`src/rtl/move_queue_pkg.sv`:
```
// Shared snake-game definitions: direction codes, command/direction widths
// and the reversal helper used when filtering incoming commands.
package move_queue_pkg;

  localparam int unsigned DIR_W = 2;
  localparam int unsigned CMD_W = 4;

  typedef enum logic [DIR_W-1:0] {
    DIR_UP    = 2'd0,
    DIR_RIGHT = 2'd1,
    DIR_DOWN  = 2'd2,
    DIR_LEFT  = 2'd3
  } dir_e;

  // Opposite directions differ only in the upper code bit.
  function automatic logic is_reverse(input logic [DIR_W-1:0] a,
                                      input logic [DIR_W-1:0] b);
    return (a ^ 2'b10) == b;
  endfunction

endpackage

```
`src/rtl/move_queue_dir_fifo.sv`:
```
// dir_fifo: synchronous FIFO of direction codes.
// Ports:
//   clk, rst_n   clock, async active-low reset
//   flush        sync clear of pointers/count
//   push, pop    write wr_data / advance read pointer (caller guarantees legality)
//   wr_data      direction to enqueue
//   head, tail   oldest / newest stored entry (valid only when !empty)
//   full, empty  occupancy flags
module dir_fifo
  import move_queue_pkg::*;
#(
  parameter int unsigned DEPTH = 4
) (
  input  logic             clk,
  input  logic             rst_n,
  input  logic             flush,
  input  logic             push,
  input  logic             pop,
  input  logic [DIR_W-1:0] wr_data,
  output logic [DIR_W-1:0] head,
  output logic [DIR_W-1:0] tail,
  output logic             full,
  output logic             empty
);

  localparam int unsigned AW = $clog2(DEPTH);
  localparam int unsigned CW = AW + 1;

  logic [DIR_W-1:0] mem [DEPTH];
  logic [AW-1:0]    rd_ptr;
  logic [AW-1:0]    wr_ptr;
  logic [CW-1:0]    count;

  assign head  = mem[rd_ptr];
  assign tail  = mem[wr_ptr - AW'(1)];
  assign full  = (count == CW'(DEPTH));
  assign empty = (count == '0);

  // Push while full is only issued together with a pop; the write lands on
  // the slot the head is leaving, which is read before this edge.
  always_ff @(posedge clk) begin
    if (push) mem[wr_ptr] <= wr_data;
  end

  always_ff @(posedge clk or negedge rst_n) begin
    if (!rst_n) begin
      rd_ptr <= '0;
      wr_ptr <= '0;
      count  <= '0;
    end else if (flush) begin
      rd_ptr <= '0;
      wr_ptr <= '0;
      count  <= '0;
    end else begin
      if (push) wr_ptr <= wr_ptr + AW'(1);
      if (pop)  rd_ptr <= rd_ptr + AW'(1);
      case ({push, pop})
        2'b10:   count <= count + CW'(1);
        2'b01:   count <= count - CW'(1);
        default: count <= count;
      endcase
    end
  end

endmodule

```
`src/rtl/move_queue.sv`:
```
// move_queue: buffers snake direction commands between the EPP receiver and
// the game core. Rejects out-of-range codes, duplicates and 180-degree
// reversals of the last accepted direction; releases one direction per step.
// Optional drop statistics when MOVE_QUEUE_STATS_EN is defined.
// Ports:
//   clk, rst_n   mclk, async active-low reset
//   cmd_valid    one-cycle strobe qualifying cmd_data
//   cmd_data     command nibble (0..3 direction, others invalid)
//   flush        sync clear, dominates every other input
//   step         game move tick, consumes the next queued direction
//   dir          current heading
//   dir_chg      one-cycle pulse after a step that changed dir
//   full, empty  queue occupancy flags
//   drop_cnt     saturating rejected-command count (0 without stats)
module move_queue
  import move_queue_pkg::*;
#(
  parameter int unsigned      DEPTH    = 4,
  parameter logic [DIR_W-1:0] INIT_DIR = 2'd1
) (
  input  logic             clk,
  input  logic             rst_n,
  input  logic             cmd_valid,
  input  logic [CMD_W-1:0] cmd_data,
  input  logic             flush,
  input  logic             step,
  output logic [DIR_W-1:0] dir,
  output logic             dir_chg,
  output logic             full,
  output logic             empty,
  output logic [7:0]       drop_cnt
);

  logic [DIR_W-1:0] fifo_head;
  logic [DIR_W-1:0] fifo_tail;
  logic [DIR_W-1:0] cmd_dir;
  logic [DIR_W-1:0] ref_dir;
  logic             cmd_legal;
  logic             push;
  logic             pop;

  assign cmd_dir = cmd_data[DIR_W-1:0];

  // Last accepted direction, taken from pre-pop state.
  assign ref_dir = empty ? dir : fifo_tail;

  assign cmd_legal = (cmd_data < CMD_W'(4)) &&
                     (cmd_dir != ref_dir) &&
                     !is_reverse(cmd_dir, ref_dir);

  assign pop  = step & ~flush & ~empty;
  // A simultaneous pop frees a slot, so a full queue may still accept.
  assign push = cmd_valid & ~flush & cmd_legal & (~full | pop);

  dir_fifo #(
    .DEPTH (DEPTH)
  ) u_fifo (
    .clk     (clk),
    .rst_n   (rst_n),
    .flush   (flush),
    .push    (push),
    .pop     (pop),
    .wr_data (cmd_dir),
    .head    (fifo_head),
    .tail    (fifo_tail),
    .full    (full),
    .empty   (empty)
  );

  // Queued entries always differ from their predecessor, so every pop is a
  // real heading change and dir_chg is simply the registered pop.
  always_ff @(posedge clk or negedge rst_n) begin
    if (!rst_n) begin
      dir     <= INIT_DIR;
      dir_chg <= 1'b0;
    end else if (flush) begin
      dir     <= INIT_DIR;
      dir_chg <= 1'b0;
    end else begin
      dir_chg <= pop;
      if (pop) dir <= fifo_head;
    end
  end

`ifdef MOVE_QUEUE_STATS_EN
  logic drop;

  assign drop = cmd_valid & ~flush & ~push;

  // Survives flush so statistics span game restarts.
  always_ff @(posedge clk or negedge rst_n) begin
    if (!rst_n) begin
      drop_cnt <= '0;
    end else if (drop && (drop_cnt != '1)) begin
      drop_cnt <= drop_cnt + 8'd1;
    end
  end
`else
  assign drop_cnt = '0;
`endif

endmodule

```
`config.mk`:
```
export PLATFORM = sky130hd
export DESIGN_NAME = move_queue
export DESIGN_NICKNAME = d
export VERILOG_FILES = /design/src/rtl/move_queue_pkg.sv /design/src/rtl/move_queue_dir_fifo.sv /design/src/rtl/move_queue.sv
export SDC_FILE = /design/constraint.sdc
export NUM_CORES = 1
export LEC_CHECK = 0
export BUFFER_PORTS_ARGS = -buffer_cell sky130_fd_sc_hd__buf_4
export CAP_MARGIN = 20
export CELL_PAD_IN_SITES_DETAIL_PLACEMENT = 1
export CELL_PAD_IN_SITES_GLOBAL_PLACEMENT = 1
export CORE_MARGIN = 2
export CORE_UTILIZATION = 41
export DETAILED_ROUTE_END_ITERATION = 8
export PLACE_DENSITY_LB_ADDON = 0.1
export REMOVE_ABC_BUFFERS = 1
export SETUP_SLACK_MARGIN = 0.4
export SYNTH_ARGS = -nofsm -noshare
export SYNTH_HDL_FRONTEND = slang
export SYNTH_SLANG_ARGS = --single-unit
```
`constraint.sdc`:
```
create_clock -name clk -period 3.55 [get_ports clk]
set_input_delay 0.71 -clock clk [delete_from_list [all_inputs] [get_ports clk]]
set_output_delay 0.71 -clock clk [all_outputs]
set_load 0.005 [all_outputs]
```
==> out/metrics.cfg <==
[outcome]
status = complete, no violations

[timing]
worst_slack_ns = 0.611
setup_violations = 0
slew_violations = 0
rsz0062_at_grt = false
fin_crit_sh = 0.828
final_hold_viol_count = 0
max_clock_freq_mhz = 340
skew_ns = 0.000383
fin_crit_ns = 2.94
tns_ns = 0
hold_ws_ns = 0.212

[floorplanning]
die_y_um = 54.1
coreArea_mm2 = 0.00243
initial_utilization = 0.424
num_io_pins = 22
rows = 18
die_area_mm2 = 0.00293
die_w_um = 54.1

[final_layout]
final_common_cell = buf_4
final_nets = 116
syn_to_final_growth_pct = 12.9
diodes = 0
layout-drive-gt1-share = 0.317
fillerInstances = 277
final_cell_mix = buf_4, nor2_1, conb_1, dfrtp_1, edfxtp_1

[setup_path]
slowest_stage = dfrtp_2
start_kind = flop
critical_path_required_ns = 3.79
crit_arrival_ns = 3.18
critPathKind = reg2reg
rr_worst_depth = 11
ff2ff_setup_slack_ns = 0.61
cp_top_family = adder cells
r2r-end = u_fifo.count[2]
cp_max_fo = 8
timing.rr.start = u_fifo.wr_ptr[0]
worstPathCellList = inv_1 > ha_1 > mux4_2 > mux2i_2 > xnor2_2 > and2_2 > nor3_1 > fa_1 > a211o_1 > a21o_1 > a21oi_2
slowest_delay_ns = 0.44
end_kind = flop
crit_buf_inv = 1

[logic_synthesis]
ys_warn_count = 0
synth_top_area_frac = 0.233
synth_edf_count = 8
yosys.area.top_type = edfxtp_1
yosys-top-cells-area = edfxtp_1, dfrtp_1, mux4_2
avgSynthCellArea_um2 = 11.9
synthCells = 87
ys_ff_latch = 18
synth_cell_type_count = 33
ys.flop_type = dfrtp_1
ys_seq_area_frac = 0.477
synth.cell_area_mm2 = 0.00103
async_flop_share = 0.556

[clock_network]
clk_latency_ns = 0.30
cts-root-buf = clkbuf_4
clkTransAtPathRegs_ns = 0.11
cts.sinks = 18
clock_path_buffers = 2
tritoncts = yes
htreeDepth = 1
cts_made_buffers = 3

[route]
wl_um = 1940
ant_nets = 0
drc = 0
dr.pass1.iters = 3
viasPerCell = 5.11
wire_per_inst_um = 14.8
drt_iter0_markers = 9
dr_total_vias = 670

[global_routing]
grt_pass1_vias = 652
grt_overflow = 0
grt_max_degree = 15
grt_pass1_wl_um = 3180
antenna_found_initial = 0
grt_use_total = 0.158

[placement]
dp_hpwl_um = 1440
port-buffer-count = 13
gp_congestion = 0.758
pre_cts_slack_ns = 0.530

[pwr]
p_per_area_mw_per_mm2 = 578
peakVddDrop_uv = 328
switching_share = 0.353
clockPowerShare = 0.166
intPower_mw = 0.436
p_seq_frac = 0.426
power_mw = 0.673
combPwrFrac = 0.408
p_switching_mw = 0.237
p_leak_nw = 0.502

[worst_hold_path]
hp-class = in2async

[job]
cap_viol_max_count = 0

final cells by class:
class                           count  area (um^2)  area share
Clock inverter                      1         3.75     0.00323
Tap cell                           30         37.5      0.0323
Inverter                            4         15.0      0.0129
Multi-Input combinational cell     62          494       0.425
Clock buffer                        3         22.5      0.0194
Timing Repair Buffer               13         97.6      0.0839
Sequential cell                    18          493       0.424
worst max-delay path by stage:
stage                     start               to  slack (ns)  cells past startpoint
2_1_floorplan  u_fifo.wr_ptr[0]  u_fifo.count[2]        0.80                     11
3_3_place_gp   u_fifo.wr_ptr[0]  u_fifo.count[2]        0.59                     11
3_5_place_dp   u_fifo.wr_ptr[0]  u_fifo.count[2]        0.53                     11
4_1_cts        u_fifo.wr_ptr[0]  u_fifo.count[2]        0.50                     11
5_1_grt        u_fifo.wr_ptr[0]  u_fifo.count[2]        0.39                     11
6_report       u_fifo.wr_ptr[0]  u_fifo.count[2]        0.61                     11
synth_stat cells, types with 2 or more instances:
cell	number
nor2b_1	2
o21ai_0	2
a21oi_1	2
and3_2	4
buf_4	8
nor2_1	8
clkbuf_1	2
mux2i_1	3
nand2b_1	3
inv_1	4
xnor2_1	6
ha_1	4
dfrtp_1	9
a211o_1	2
mux4_2	3
edfxtp_1	8
logic make-up after synthesis:
logic type / Yosys count / synth area share
DFF: 18 / 0.477
buffers and inverters: 14 / 0.0801
xor gates and xnor gates: 7 / 0.0595
other: 1 / 0.00364
muxes: 7 / 0.106
adders and majority gates: 5 / 0.0680
AOI/OAI and AO/OA: 10 / 0.0643
and+or+nand+nor: 25 / 0.142
repair_timing:
item                                   in CTS  in global routing
hold buffers                                0                  0
setup endpoints to repair                   0                  1
buffers inserted                            0                  0
endpoints found under the hold margin       0                  0
resized for setup                           0                  3
routing by layer:
metal	routed length [um]	global-route usage
met5	0	0
met2	926	0.239
met4	45	0.0875
met1	895	0.215
met3	74	0.0250
flip-flops by register name, summed over array words and instances (netlist names):
register	count
dir_chg	1
u_fifo.rd_ptr	2
u_fifo.count	3
dir	2
u_fifo.wr_ptr	2
u_fifo.mem	8
stage by stage:
step,instance area [um^2],utilization,instances
finish,1160,0.478,131
detailed placement,1120,0.462,127
global route,1160,0.478,131
floorplan,990,-,84
CTS,1150,0.473,131
global placement,1120,0.462,127
power by group through the flow:
| stage | Clock, mW | Combinational, mW | Sequential (mW) |
|---|---|---|---|
| 2_1_floorplan | 0 | 0.178 | 0.285 |
| 3_3_place_gp | 0 | 0.257 | 0.292 |
| 3_5_place_dp | 0 | 0.263 | 0.292 |
| 4_1_cts | 0.113 | 0.265 | 0.287 |
| 5_1_grt | 0.121 | 0.310 | 0.295 |
| 6_report | 0.112 | 0.274 | 0.287 |
(Power assumes the default switching activity.)
